`config.mk`:
```
export PLATFORM = sky130hd
export DESIGN_NAME = loader_write_queue
export DESIGN_NICKNAME = d
export VERILOG_FILES = /design/src/rtl/loader_write_queue.sv
export SDC_FILE = /design/constraint.sdc
export NUM_CORES = 1
export LEC_CHECK = 0
export ABC_CLOCK_PERIOD_IN_PS = 8200
export BUFFER_PORTS_ARGS = -buffer_cell sky130_fd_sc_hd__buf_4
export CAP_MARGIN = 20
export CORE_UTILIZATION = 60
export DETAILED_ROUTE_END_ITERATION = 10
export GPL_TIMING_DRIVEN = 0
export PLACE_DENSITY = 0.76
export SYNTH_ARGS = -nofsm -noshare
export SYNTH_HDL_FRONTEND = slang
export SYNTH_SLANG_ARGS = --single-unit
```
`constraint.sdc`:
```
create_clock -name clk -period 8.2 [get_ports clk]
set_input_delay 1.64 -clock clk [delete_from_list [all_inputs] [get_ports clk]]
set_output_delay 1.64 -clock clk [all_outputs]
set_load 0.02 [all_outputs]
```
`src/rtl/loader_write_queue.sv`:
```
// rtl/loader_write_queue.sv - loader-to-SDRAM write FIFO issuing one write per clock-enable slot
module loader_write_queue #(
    parameter int ADDR_W = 22,
    parameter int DATA_W = 8,
    parameter int DEPTH  = 8,
    parameter int CE_DIV = 4,
    parameter int SLOT   = 3
) (
    input  logic                       clk,
    input  logic                       reset,
    input  logic                       in_write,
    input  logic [ADDR_W-1:0]          in_addr,
    input  logic [DATA_W-1:0]          in_data,
    input  logic                       flush,
    output logic                       mem_write,
    output logic [ADDR_W-1:0]          mem_addr,
    output logic [DATA_W-1:0]          mem_data,
    output logic [$clog2(CE_DIV)-1:0]  ce_phase,
    output logic                       ce,
    output logic [$clog2(DEPTH):0]     count,
    output logic                       full,
    output logic                       empty,
    output logic                       overflow
);

    localparam int PW = $clog2(CE_DIV);
    localparam int AW = $clog2(DEPTH);
    localparam int CW = AW + 1;

    logic [ADDR_W-1:0] addr_mem [DEPTH];
    logic [DATA_W-1:0] data_mem [DEPTH];
    logic [AW-1:0]     wr_ptr;
    logic [AW-1:0]     rd_ptr;
    logic              pop;
    logic              push;

    assign ce    = (ce_phase == PW'(SLOT));
    assign full  = (count == CW'(DEPTH));
    assign empty = (count == '0);

    // Pop looks only at the pre-push state, so a push on a ce cycle into an
    // empty queue waits for the next slot; a full queue still accepts a push
    // on a cycle that pops.
    assign pop  = ce && !empty && !flush;
    assign push = in_write && !flush && (!full || pop);

    always_ff @(posedge clk) begin
        if (push && !reset) begin
            addr_mem[wr_ptr] <= in_addr;
            data_mem[wr_ptr] <= in_data;
        end
    end

    always_ff @(posedge clk) begin
        if (reset) begin
            ce_phase  <= '0;
            count     <= '0;
            wr_ptr    <= '0;
            rd_ptr    <= '0;
            overflow  <= 1'b0;
            mem_write <= 1'b0;
            mem_addr  <= '0;
            mem_data  <= '0;
        end else begin
            ce_phase <= ce_phase + PW'(1);
            if (flush) begin
                count     <= '0;
                wr_ptr    <= '0;
                rd_ptr    <= '0;
                overflow  <= 1'b0;
                mem_write <= 1'b0;
            end else begin
                if (push) begin
                    wr_ptr <= wr_ptr + AW'(1);
                end
                if (pop) begin
                    rd_ptr    <= rd_ptr + AW'(1);
                    mem_write <= 1'b1;
                    mem_addr  <= addr_mem[rd_ptr];
                    mem_data  <= data_mem[rd_ptr];
                end else if (ce) begin
                    mem_write <= 1'b0;
                end
                count <= count + CW'(push) - CW'(pop);
                if (in_write && !push) begin
                    overflow <= 1'b1;
                end
            end
        end
    end

endmodule

```
==> metrics.log, run 1 <==
INFO  metric max-slew-margin-rel = 34.6%
INFO  metric worst_path_maximum_fanout = 3
INFO  metric status = finished, final reports clean
INFO  metric worstSkewPairLatency = 0.53 ns
INFO  metric finalWorstSetupSlack = 4.70 ns
INFO  metric timing.hold.ws = 0.486 ns
INFO  metric viasPerCell = 6.06
INFO  metric crit_path_cell_trace = inv_1, ha_1, or3b_1, inv_1, buf_4
INFO  metric power_leakage = 0.00419 uW
INFO  metric timing.setup.critical_path_class = flop to output port
INFO  metric synth.top_cells.by_count = 240 x sky130_fd_sc_hd__edfxtp_1, 61 x sky130_fd_sc_hd__mux2i_1, 45 x sky130_fd_sc_hd__nor2_1
INFO  metric synth.top_cell.area_share = 66.9%
INFO  metric die_h = 136 um
INFO  metric crit-reg2reg-launch = count[2]$_SDFF_PP0_
INFO  metric regToRegSetupSlack = 5.33 ns
INFO  metric place_inst = 916
INFO  metric initial_core_utilization = 61.9%
INFO  metric post_drt_wl_per_cell = 23.1 um
INFO  metric diodes = 0
INFO  metric grt_pass1_vias = 6,061
INFO  metric hold_viol_final = 0
INFO  metric maximum_number_of_pins_on_one_net_before_global_route_repair = 31
INFO  metric cts_root_buf = sky130_fd_sc_hd__clkbuf_16
INFO  metric grt_setup_unrepaired = no
INFO  metric cap_viol_max_count = 0
INFO  metric post_synth_main_area_contributors = sky130_fd_sc_hd__edfxtp_1 67%, sky130_fd_sc_hd__dfxtp_1 8.2%, sky130_fd_sc_hd__mux2i_1 5.7%
INFO  metric drt_first_pass_iters = 4
INFO  metric detailedPlace.worstSlack = 4.34 ns
INFO  metric postCtsSetupBuffers = 0
INFO  metric vdd_ir_drop_max = 0.000196 V
INFO  metric whs_endpoint = overflow$_SDFFE_PP0P_
INFO  metric routed-via-count = 5,864
INFO  metric count_of_flip_flops_with_a_built_in_enable_after_synthesis = 240
INFO  metric fp.coreArea = 17,400 um2
INFO  metric worstHoldPathCells = 2
INFO  metric dieWidth = 136 um
INFO  metric drive_above_1_share = 24.8%
INFO  metric multi_input_comb_area = 2500 um2
INFO  metric end_kind = output port
INFO  metric grt_antenna_before_repair = 0
INFO  metric total_wire_length_after_detailed_routing = 22,400 um
INFO  metric async_flop_share = 0%
INFO  metric cts_hold_fix_bufs = 0
INFO  metric slowest_stage = sky130_fd_sc_hd__or3b_1
INFO  metric hold_start = overflow$_SDFFE_PP0P_
INFO  metric port_buffers = 74
INFO  metric globalplace.congestion = 0.782
INFO  metric area_delta_synth_final = 18.7%
INFO  metric timing.critical_path.from_type = flop
INFO  metric clkTransAtPathRegs = 0.06 ns
INFO  metric drt_iter0_drc = 490
INFO  metric utilization = 73.4%
INFO  metric instances_no_fill = 968
INFO  metric design.portCount = 75
INFO  metric filler_cell_count = 1,052
INFO  metric grtUsageTotal = 25.1%
INFO  metric synth_flop_cell = sky130_fd_sc_hd__edfxtp_1
INFO  metric cts_max_path_buffers = 3
INFO  metric hold_class = flop to flop
INFO  metric synthesis.area = 10,800 um2
INFO  metric final_min_period_over_clock_period = 42.7%
INFO  metric fin_crit = 3.50 ns
INFO  metric yosysWarningCount = 0
INFO  metric layout.area.seq = 8090 um2
INFO  metric detail-route-antenna-nets = 0
INFO  metric final_design_area_no_fill = 12,800 um2
INFO  metric cts_htree_levels = 1
INFO  metric place.detailed.hpwl = 13,700 um
INFO  metric syn_inst_count = 602
INFO  metric total_nets_final = 765
INFO  metric ctsResizeCount = 0
INFO  metric finalMaxSlewViolations = 0
INFO  metric buffers_plus_inverters_on_the_worst_setup_path = 3
INFO  metric tritoncts_sinks = 284
INFO  metric synthMostInstantiatedCell = sky130_fd_sc_hd__edfxtp_1
INFO  metric reg2regPathDepth = 11
INFO  metric cpLargestDelayFamily = simple AND/OR/NAND/NOR gates
INFO  metric power_density = 230 nW/um2
INFO  metric timing.critical_path.required = 6.56 ns
INFO  metric dieArea = 18,500 um2
INFO  metric syn_nets = 646
INFO  metric setup_viol = 0
INFO  metric critical-path-top-cell-by-count = sky130_fd_sc_hd__inv_1
INFO  metric yosysSeqAreaShare = 75.1%
INFO  metric tritoncts = yes
INFO  metric synthDistinctLibCells = 37
INFO  metric fmax = 286 MHz
INFO  metric placedInstanceArea = 11,800 um2
INFO  metric transition_time_at_the_pin_with_the_least_slew_margin = 0.981 ns
INFO  metric remaining_drc_errors = 0
INFO  metric synth.largest_area_cell = sky130_fd_sc_hd__edfxtp_1
INFO  metric grt_pass1_wl = 33,800 um
INFO  metric grt_overflow_total = 0
INFO  metric slowest_delay = 0.43 ns
INFO  metric syn-mean-instance-area = 17.9 um2
INFO  metric placementRows = 48
INFO  metric rr_endpoint = count[2]$_SDFF_PP0_
INFO  metric yosys_register_bits = 284
INFO  metric cts_buffers = 28
INFO  metric timing.clock.skew = 0.00647 ns
INFO  metric critPathArrivalTime = 1.86 ns
[flip-flops by register name (all words and copies together) (netlist names)]
register and cells:
addr_mem 176, ce_phase 2, count 4, data_mem 64
mem_addr 22, mem_data 8, mem_write 1, overflow 1
rd_ptr 3, wr_ptr 3
[per-layer routing]
| metal | global-route usage [%] | vias to the layer above | part of all wire [%] |
|---|---|---|---|
| li1 | - | 2639 | - |
| met1 | 32.5 | 2969 | 40 |
| met2 | 42.8 | 215 | 51 |
| met3 | 4.96 | 41 | 6.6 |
| met4 | 8.27 | 0 | 2.0 |
| met5 | 0 | - | 0 |
[tightest hold or removal path, cell delays in order, from the launching register on]
cell and delay [ns]:
sky130_fd_sc_hd__dfxtp_1 0.34, sky130_fd_sc_hd__a21oi_1 0.05, sky130_fd_sc_hd__nor2_1 0.07
[metrics by stage]
step | setup TNS [ns] | total power [uW]
after floorplan | 0 | 1630
after global placement | -16.75 | 1660
after detailed placement | 0 | 1670
after CTS | 0 | 2950
after global routing | 0 | 3020
final | 0 | 2940
[cells in the final DEF, fill, tap and decap left out, types with 2 or more instances in the layout]
cell | synthesis | final
sky130_fd_sc_hd__edfxtp_1 | 240 | 240
sky130_fd_sc_hd__buf_4 | 0 | 80
sky130_fd_sc_hd__mux2i_1 | 61 | 61
sky130_fd_sc_hd__dfxtp_1 | 44 | 44
sky130_fd_sc_hd__nor2_1 | 45 | 42
sky130_fd_sc_hd__o22ai_1 | 30 | 30
sky130_fd_sc_hd__a211oi_1 | 30 | 30
sky130_fd_sc_hd__nor3_1 | 31 | 30
sky130_fd_sc_hd__clkbuf_16 | 0 | 29
sky130_fd_sc_hd__mux4_2 | 24 | 24
sky130_fd_sc_hd__clkbuf_1 | 14 | 22
sky130_fd_sc_hd__buf_6 | 10 | 16
sky130_fd_sc_hd__ha_1 | 9 | 9
sky130_fd_sc_hd__nand2_1 | 7 | 7
sky130_fd_sc_hd__inv_1 | 6 | 6
sky130_fd_sc_hd__buf_2 | 6 | 6
sky130_fd_sc_hd__mux4_1 | 6 | 6
sky130_fd_sc_hd__a21oi_1 | 5 | 5
sky130_fd_sc_hd__xnor2_1 | 4 | 4
sky130_fd_sc_hd__clkinv_2 | 0 | 4
sky130_fd_sc_hd__bufinv_16 | 0 | 4
sky130_fd_sc_hd__nor2b_1 | 3 | 3
sky130_fd_sc_hd__nor2_4 | 0 | 3
sky130_fd_sc_hd__buf_1 | 3 | 3
sky130_fd_sc_hd__nand2b_1 | 2 | 2
sky130_fd_sc_hd__o21ai_0 | 2 | 2
sky130_fd_sc_hd__nand3b_1 | 2 | 2
sky130_fd_sc_hd__and3_2 | 0 | 2
sky130_fd_sc_hd__or2_2 | 2 | 2
sky130_fd_sc_hd__and2_1 | 2 | 2
sky130_fd_sc_hd__clkinvlp_4 | 0 | 2
sky130_fd_sc_hd__clkinv_1 | 0 | 2
sky130_fd_sc_hd__buf_12 | 0 | 2
[final cells by class]
class                   count  share of cell area, %
clock buffers              38                   6.02
clock inverters            14                   1.41
repair buffers             89                   5.76
flip-flops and latches    284                   63.3
plain buffers              33                   1.61
multi-input cells         279                   19.6
well taps                 225                   2.20
inverters                   6                  0.176
[worst max-delay path by stage]
stage / slack [ns] / cells after the start / startpoint / endpoint
finish: 4.70 / 5 / count[2]$_SDFF_PP0_ / empty
global route: 4.63 / 5 / count[2]$_SDFF_PP0_ / empty
CTS: 4.69 / 5 / count[2]$_SDFF_PP0_ / empty
detailed placement: 4.34 / 6 / reset / addr_mem[3][10]$_DFFE_PP_
global placement: -0.40 / 4 / reset / addr_mem[0][10]$_DFFE_PP_
floorplan: 2.56 / 3 / reset / addr_mem[0][0]$_DFFE_PP_
[power by group]
group,leakage (uW),total [uW],internal (uW),switching (uW)
Combinational,0.00121,63.2,24.2,38.9
Clock,0.000458,1300,785,519
Sequential,0.00252,1580,1570,3.82
[cells by family after synthesis]
logic type      count (synthesis)  share of synthesized area [%]
xor+xnor                        5                          0.406
buf+inv                        39                           2.13
fa+ha+maj                      10                           1.23
mux                            91                           12.1
compound gates                 70                           4.38
flops                         284                           75.1
simple gates                  103                           4.65
(Power assumes the default switching activity.)
==> inputs of run 2 (changes only) <==
- ABC_CLOCK_PERIOD_IN_PS: 8200 -> 3620
- clock period: 8.2 -> 3.62 ns (I/O delays scaled with it)
==> run 2 against run 1 <==
Clock skew is 0.0032 ns higher. Non-clock buffer count decreased by 5. Setup slack lost 3.9 ns. Final area barely moved. Final cell count is 0.52% lower. Utilization is 0.065 points higher. Critical path depth up 6. Die area stayed put. Sequential share of layout area down 0.056 points. First-iteration DRC count grew 2.9%.
==> metrics.log, run 2 (same netlist as run 1, synthesis figures left out) <==
INFO  metric status = finished, final reports clean
INFO  metric placedInstanceArea = 11,800 um2
INFO  metric timing.critical_path.required = 4.03 ns
INFO  metric port_buffers = 74
INFO  metric slowest_stage = sky130_fd_sc_hd__nor3b_4
INFO  metric critPathArrivalTime = 3.22 ns
INFO  metric area_delta_synth_final = 18.8%
INFO  metric postCtsSetupBuffers = 0
INFO  metric buffers_plus_inverters_on_the_worst_setup_path = 3
INFO  metric grt_setup_unrepaired = no
INFO  metric hold_viol_final = 0
INFO  metric worst_path_maximum_fanout = 10
INFO  metric cts_hold_fix_bufs = 0
INFO  metric layout.cells.most_common = sky130_fd_sc_hd__edfxtp_1
INFO  metric remaining_drc_errors = 0
INFO  metric most-common-layout-cells = 240 x sky130_fd_sc_hd__edfxtp_1, 74 x sky130_fd_sc_hd__buf_4, 61 x sky130_fd_sc_hd__mux2i_1
INFO  metric worstSkewPairLatency = 0.54 ns
INFO  metric viasPerCell = 6.14
INFO  metric grt_pass1_wl = 34,000 um
INFO  metric tritoncts_sinks = 284
INFO  metric clkTransAtPathRegs = 0.06 ns
INFO  metric grtUsageTotal = 25.3%
INFO  metric max-slew-margin-rel = 38.4%
INFO  metric detail-route-antenna-nets = 0
INFO  metric timing.hold.ws = 0.415 ns
INFO  metric placementRows = 48
INFO  metric largest_register_ffs = 176
INFO  metric total_wire_length_after_detailed_routing = 22,400 um
INFO  metric end_kind = flop
INFO  metric die_h = 136 um
INFO  metric drt_iter0_drc = 504
INFO  metric final_min_period_over_clock_period = 77.4%
INFO  metric transition_time_at_the_pin_with_the_least_slew_margin = 0.924 ns
INFO  metric crit_path_cell_trace = inv_1, ha_1, or3b_1, inv_1, nor3b_4, buf_2, o21ai_0, ha_1, fa_1, xnor2_1, nor2_1
INFO  metric dieWidth = 136 um
INFO  metric cts_buffers = 28
INFO  metric vdd_ir_drop_max = 0.000435 V
INFO  metric initial_core_utilization = 61.9%
INFO  metric largest_register = addr_mem
INFO  metric drt_first_pass_iters = 4
INFO  metric power_leakage = 0.00418 uW
INFO  metric timing.clock.skew = 0.00971 ns
INFO  metric ctsResizeCount = 0
INFO  metric maximum_number_of_pins_on_one_net_before_global_route_repair = 31
INFO  metric diodes = 0
INFO  metric cpLargestDelayFamily = adder cells
INFO  metric grt_pass1_vias = 5,987
INFO  metric setup_tns_after_final_layout = 0 ns
INFO  metric grt_overflow_total = 0
INFO  metric grt_antenna_before_repair = 0
INFO  metric setup_viol = 0
INFO  metric timing.setup.critical_path_class = flop to flop
INFO  metric place.detailed.hpwl = 13,600 um
INFO  metric fp.coreArea = 17,400 um2
INFO  metric cts_max_path_buffers = 3
INFO  metric tritoncts = yes
INFO  metric slowest_delay = 0.38 ns
INFO  metric hold_class = input port to flop
INFO  metric timing.critical_path.from_type = flop
INFO  metric routed-via-count = 5,911
INFO  metric final_design_area_no_fill = 12,800 um2
INFO  metric finalMaxSlewViolations = 0
INFO  metric cap_viol_max_count = 0
INFO  metric filler_cell_count = 1,045
INFO  metric fmax = 357 MHz
INFO  metric total_nets_final = 760
INFO  metric drive_above_1_share = 24.7%
INFO  metric cts_root_buf = sky130_fd_sc_hd__clkbuf_16
INFO  metric dieArea = 18,500 um2
INFO  metric utilization = 73.5%
INFO  metric design.portCount = 75
INFO  metric post_drt_wl_per_cell = 23.3 um
INFO  metric fin_crit = 2.80 ns
INFO  metric cts_htree_levels = 1
INFO  metric power_density = 520 nW/um2
INFO  metric globalplace.congestion = 0.777
INFO  metric largest_registers = addr_mem: 176 flops, data_mem: 64 flops, mem_addr: 22 flops
run 2: worst register-to-register path: stages, from the launching register on:
cell	delay, ns
sky130_fd_sc_hd__dfxtp_1	0.33
sky130_fd_sc_hd__inv_1	0.07
sky130_fd_sc_hd__ha_1	0.22
sky130_fd_sc_hd__or3b_1	0.22
sky130_fd_sc_hd__inv_1	0.10
sky130_fd_sc_hd__nor3b_4	0.38
sky130_fd_sc_hd__buf_2	0.32
sky130_fd_sc_hd__o21ai_0	0.14
sky130_fd_sc_hd__ha_1	0.23
sky130_fd_sc_hd__fa_1	0.38
sky130_fd_sc_hd__xnor2_1	0.19
sky130_fd_sc_hd__nor2_1	0.07
run 2: where the power goes:
group	internal [uW]	leakage, uW	switching (uW)	total, uW
logic	55.0	0.00119	87.4	142
registers	3560	0.00252	8.73	3570
clock network	1780	0.000468	1160	2940
run 2: per-layer routing:
metal | share of wire, % | GRT usage [%] | vias to the layer above
li1 | - | - | 2621
met1 | 41 | 35.0 | 2989
met2 | 51 | 41.9 | 269
met3 | 7.2 | 4.21 | 32
met4 | 1.6 | 6.79 | 0
met5 | 0 | 0 | -
run 2: final cells by class:
class / instances / area, um2 / share of cell area (%)
Clock inverter: 12 / 139 / 1.09
Tap cell: 225 / 282 / 2.20
Sequential cell: 284 / 8090 / 63.2
Inverter: 6 / 22.5 / 0.176
Buffer: 33 / 206 / 1.61
Multi-Input combinational cell: 279 / 2520 / 19.7
Timing Repair Buffer: 84 / 717 / 5.60
Clock buffer: 40 / 817 / 6.39
run 2: final timing paths:
kind | from | to | slack (ns) | depth (start not counted)
worst max-delay path | count[2]$_SDFF_PP0_ | count[2]$_SDFF_PP0_ | 0.82 | 11
worst min-delay path | in_addr[8] | addr_mem[4][8]$_DFFE_PP_ | 0.41 | 1
worst max register to register | count[2]$_SDFF_PP0_ | count[2]$_SDFF_PP0_ | 0.82 | 11
worst min register to register | overflow$_SDFFE_PP0P_ | overflow$_SDFFE_PP0P_ | 0.48 | 2
run 2: per-stage QoR:
stage / worst slack (ns) / power [uW] / cells
6_report: 0.817 / 6650 / 963
5_1_grt: 0.626 / 6820 / 963
4_1_cts: 0.794 / 6680 / 963
3_5_place_dp: 0.782 / 3780 / 911
3_3_place_gp: -1.26 / 3770 / 901
2_1_floorplan: 0.159 / 3690 / 602
